$ cat src/rtl/status_reg_decoder.sv
// Consumer for the 8-bit status word {int_en,2'b11,zero,carry,neg,parity}.
// It checks the framing bits, unpacks the fields, keeps sticky flags and holds an irq until it is acknowledged.
module status_reg_decoder #(
  parameter int         ERR_CNT_W   = 4,
  parameter logic [2:0] STICKY_MASK = 3'b111
) (
  input  logic                 clk,
  input  logic                 rstN,
  input  logic                 stat_valid,
  output logic                 stat_ready,
  input  logic [7:0]           status,
  input  logic [2:0]           clr_sticky,
  input  logic                 err_clr,
  input  logic                 irq_ack,
  output logic                 int_en_o,
  output logic                 zero_o,
  output logic                 carry_o,
  output logic                 neg_o,
  output logic [1:0]           parity_o,
  output logic [2:0]           sticky,
  output logic                 irq,
  output logic                 frame_err,
  output logic [ERR_CNT_W-1:0] err_cnt
);

  typedef enum logic [1:0] {IDLE, EVAL, IRQ_ST} state_t;

  state_t     state;
  logic [7:0] word;
  logic       frame_ok;
  logic [2:0] flags;
  logic [2:0] new_flags;
  logic [2:0] sticky_set;
  logic       eval_bad;

  assign frame_ok   = (word[6:5] == 2'b11);
  assign flags      = word[4:2] & STICKY_MASK;
  assign new_flags  = flags & ~sticky;
  assign sticky_set = (state == EVAL && frame_ok) ? flags : 3'b000;
  assign eval_bad   = (state == EVAL) && !frame_ok;

  always_ff @(posedge clk or negedge rstN) begin
    if (!rstN) begin
      state      <= IDLE;
      stat_ready <= 1'b1;
      word       <= 8'h00;
      int_en_o   <= 1'b0;
      zero_o     <= 1'b0;
      carry_o    <= 1'b0;
      neg_o      <= 1'b0;
      parity_o   <= 2'b00;
      sticky     <= 3'b000;
      irq        <= 1'b0;
      frame_err  <= 1'b0;
      err_cnt    <= '0;
    end else begin
      frame_err <= 1'b0;
      // A flag being set in EVAL wins over a same-cycle clear of that bit.
      sticky    <= (sticky & ~clr_sticky) | sticky_set;

      if (err_clr)
        err_cnt <= '0;
      else if (eval_bad && err_cnt != {ERR_CNT_W{1'b1}})
        err_cnt <= err_cnt + 1'b1;

      case (state)
        IDLE: begin
          if (stat_valid && stat_ready) begin
            word       <= status;
            state      <= EVAL;
            stat_ready <= 1'b0;
          end
        end
        EVAL: begin
          if (!frame_ok) begin
            frame_err  <= 1'b1;
            state      <= IDLE;
            stat_ready <= 1'b1;
          end else begin
            int_en_o <= word[7];
            zero_o   <= word[4];
            carry_o  <= word[3];
            neg_o    <= word[2];
            parity_o <= word[1:0];
            if (word[7] && new_flags != 3'b000) begin
              state <= IRQ_ST;
              irq   <= 1'b1;
            end else begin
              state      <= IDLE;
              stat_ready <= 1'b1;
            end
          end
        end
        IRQ_ST: begin
          if (irq_ack) begin
            irq        <= 1'b0;
            state      <= IDLE;
            stat_ready <= 1'b1;
          end
        end
        default: begin
          state      <= IDLE;
          stat_ready <= 1'b1;
          irq        <= 1'b0;
        end
      endcase
    end
  end

endmodule

$ cat config.mk
export PLATFORM = sky130hd
export DESIGN_NAME = status_reg_decoder
export DESIGN_NICKNAME = d
export VERILOG_FILES = /design/src/rtl/status_reg_decoder.sv
export SDC_FILE = /design/constraint.sdc
export NUM_CORES = 1
export LEC_CHECK = 0
export CAP_MARGIN = 20
export CORE_ASPECT_RATIO = 1.75
export CORE_MARGIN = 2
export CORE_UTILIZATION = 45
export DETAILED_ROUTE_END_ITERATION = 10
export PLACE_DENSITY_LB_ADDON = 0.12
export SKIP_CTS_REPAIR_TIMING = 1
export SLEW_MARGIN = 30
export SYNTH_ARGS = -nofsm -noshare
export SYNTH_HDL_FRONTEND = slang
export SYNTH_SLANG_ARGS = --single-unit
$ cat constraint.sdc
create_clock -name clk -period 1.7 [get_ports clk]
set_clock_uncertainty 0.05 [all_clocks]
set_input_delay 0.17 -clock clk [delete_from_list [all_inputs] [get_ports clk]]
set_output_delay 0.17 -clock clk [all_outputs]
set_load 0.01 [all_outputs]
==> flow_summary.yaml, run 1 <==
global_route:
  grt.total_usage_pct: 18.9
  grt_pass1_vias: 788
  grt_overflow: 0
  grt_first_pass_wirelength_mm: 3.45
  antenna_found_initial: 0
  grt_max_degree: 27
cells_and_area:
  area_growth_pct: 38.6
  final_cell_area_sq_um: 1470
  fin_util_pct: 64.7
  fin_nets: 146
  drive_above_1_share_pct: 14.8
  instances_no_fill: 153
  n_antenna_cell: 0
logic_synthesis:
  netlist_area_sq_um: 1060
  synthCells: 92
  ys_seq_area_share_pct: 61.4
  yosysUniqueCellTypes: 23
  ys_ff_latch: 26
  synthTopCellsByCount: "25 x dfrtp_1, 25 x nand2_1, 8 x mux2_2"
  synthArstFlopShare_pct: 100
  synth_edf_count: 0
  synth_top_area_share_pct: 59.0
  yosysWarnings: 0
  postSynthAreaPerCell_sq_um: 11.5
  syn_nets: 109
  yosys.area.top_type: "dfrtp_1"
  ys.flop_type: "dfrtp_1"
  synthTopCellsByArea: "dfrtp_1 59%, nand2_1 8.8%, mux2_2 8.5%, dfstp_2 2.5%, o21ai_0 2.4%"
timing:
  worst_pin_slew_ns: 0.328
  maxSlewHeadroom_pct: 78.1
  slew_violations: 0
  finalCritPeriodShare_pct: 93.3
  max_freq_mhz: 631
  tns_ns: 0
  rsz0062_at_grt: "false"
  period_minus_slack_ns: 1.59
  finalHoldViolCount: 0
  hold_ws_ns: 0.216
  finalSetupViolCount: 0
  setup_slack_ns: 0.114
critical_path:
  crit_buf_inv: 1
  required_ns: 1.48
  criticalPathCategory: "register to output pin"
  path_depth: 1
  slowest_stage: "dfstp_2"
  worstPathArrival_ns: 1.37
  crit_path_start_kind: "register"
  end_kind: "output pin"
  r2r-end: "err_cnt[3]$_DFFE_PN0P_"
  crit_start: "stat_ready$_DFFE_PN1P_"
  crit_path_max_incr_delay_ns: 0.57
  crit_fanout: 5
  rr_startpoint: "err_cnt[0]$_DFFE_PN0P_"
  cp_cell_sequence: "clkdlybuf4s50_1"
  reg2reg_slack_ns: 0.17
  crit_family: "flip-flops"
  ff2ff_path_depth: 5
  endpoint: "stat_ready"
clock_network:
  cts_num_sinks: 26
  insertion_delay_ns: 0.27
  htreeDepth: 1
  clkSlewWorstSetupHoldPaths_ns: 0.08
  cts_tree: "built"
  cts_buffers: 3
  cts.path.max_buffers: 2
  cts_root_buffer: "clkbuf_8"
pwr:
  total_leakage_power_nw: 0.668
  peakVddDrop_mv: 0.617
  power.density_nw_per_um2: 938
  total_power_mw: 1.38
floorplan:
  fp.dieW_um: 40.7
  core-area_sq_um: 2270
  die_area_sq_um: 2780
  fp-row-count: 23
  pin_count: 32
  die_y_um: 68.2
  initial_core_util_pct: 46.7
detailed_routing:
  route.antenna.remaining_nets: 0
  wl_mm: 2.10
  drt_iter0_drc: 9
  routedWlPerCell_um: 13.8
  highest_layer: "met4"
  via_count: 785
  met1Wirelength_um: 834
  drc: 0
  drtPass1Iterations: 4
  met3WireLength_um: 100
  vias_per_cell: 5.13
  dr_wl_met2_mm: 1.12
worst_hold_path:
  hp-class: "primary input to async pin"
placed_design:
  dp_hpwl_mm: 1.61
  port_buffers: 31
  place.gp.congestion: 0.707
  place_area_sq_um: 1430
  place_inst: 149
  pre_cts_slack_ns: 0.157
outcome:
  status: "completed"
job:
  drv_cap: 0
## logic make-up (layout without fill, tap and decap cells)
group,after synthesis,count (layout),share of synthesized area (%)
buffers and inverters,4,40,1.53
XOR/XNOR,1,1,0.826
flip-flops,26,26,61.4
AO/OA/AOI/OAI,12,12,7.19
adder cells (fa/ha/maj),1,1,1.18
AND/OR/NAND/NOR,40,40,19.3
multiplexers,8,8,8.49
## report_power, final
part | leakage, nW | internal, mW | switching [mW] | total (mW)
clock network | 0.0228 | 0.168 | 0.179 | 0.347
registers | 0.345 | 0.727 | 0.0806 | 0.807
logic | 0.300 | 0.150 | 0.0741 | 0.224
## how the worst min path moves through the flow
stage                            start                     end  slack, ns  cells after the start
finish                            rstN  err_cnt[0]$_DFFE_PN0P_       0.22                      2
global placement    zero_o$_DFFE_PN0N_      zero_o$_DFFE_PN0N_       0.41                      2
global route                      rstN  err_cnt[3]$_DFFE_PN0P_       0.25                      2
detailed placement   neg_o$_DFFE_PN0N_       neg_o$_DFFE_PN0N_       0.41                      2
floorplan                         rstN     carry_o$_DFFE_PN0N_      -0.18                      0
CTS                               rstN  err_cnt[0]$_DFFE_PN0P_       0.22                      2
## metal layers
metal,vias up,GRT usage [%]
met5,-,0
met4,0,10.0
met3,4,3.25
met2,24,33.1
met1,376,20.0
li1,381,-
## registers in the layout, summed over array words and instances (netlist names)
signal	count
zero_o	1
neg_o	1
err_cnt	4
int_en_o	1
stat_ready	1
frame_err	1
word	8
state	2
irq	1
sticky	3
carry_o	1
parity_o	2
## final cells by class
| cell class | instances | area (sq um) |
|---|---|---|
| clock buffer | 4 | 45.0 |
| fill | 193 | 803 |
| inverter | 3 | 11.3 |
| multi-input combinational | 62 | 393 |
| sequential | 26 | 652 |
| tap | 25 | 31.3 |
| timing repair buffer | 33 | 338 |
## placed cells by master (no fill, tap or decap)
| cell | count |
|---|---|
| nor3_4 | 1 |
| nand3_2 | 1 |
| and2_2 | 1 |
| and3_1 | 1 |
| o22a_1 | 2 |
| o21ai_0 | 5 |
| mux2_2 | 8 |
| dfrtp_1 | 25 |
| dfstp_2 | 1 |
| a222oi_1 | 1 |
| nand3b_2 | 1 |
| xor2_1 | 1 |
| nand3_1 | 4 |
| nand2_1 | 25 |
| buf_12 | 1 |
| buf_4 | 1 |
| nor2_1 | 2 |
| clkdlybuf4s50_1 | 31 |
| ha_1 | 1 |
| a21oi_1 | 3 |
| a311oi_1 | 1 |
| nor2b_4 | 1 |
| nor2b_1 | 2 |
| clkbuf_1 | 1 |
| inv_1 | 3 |
| or3_1 | 1 |
| clkbuf_8 | 3 |
No activity file was read; power rests on OpenSTA's default activity.
==> inputs of run 2 (changes only) <==
Settings changed: SLEW_MARGIN 30 to not set.
==> results of run 2 <==
The final DEF is identical to that of run 1; final timing and power are the same.
==> inputs of run 3 (changes only) <==
Settings changed: CTS_CLUSTER_SIZE set to 14.
==> results of run 3 <==
The final DEF is identical to that of run 1; final timing and power are the same.
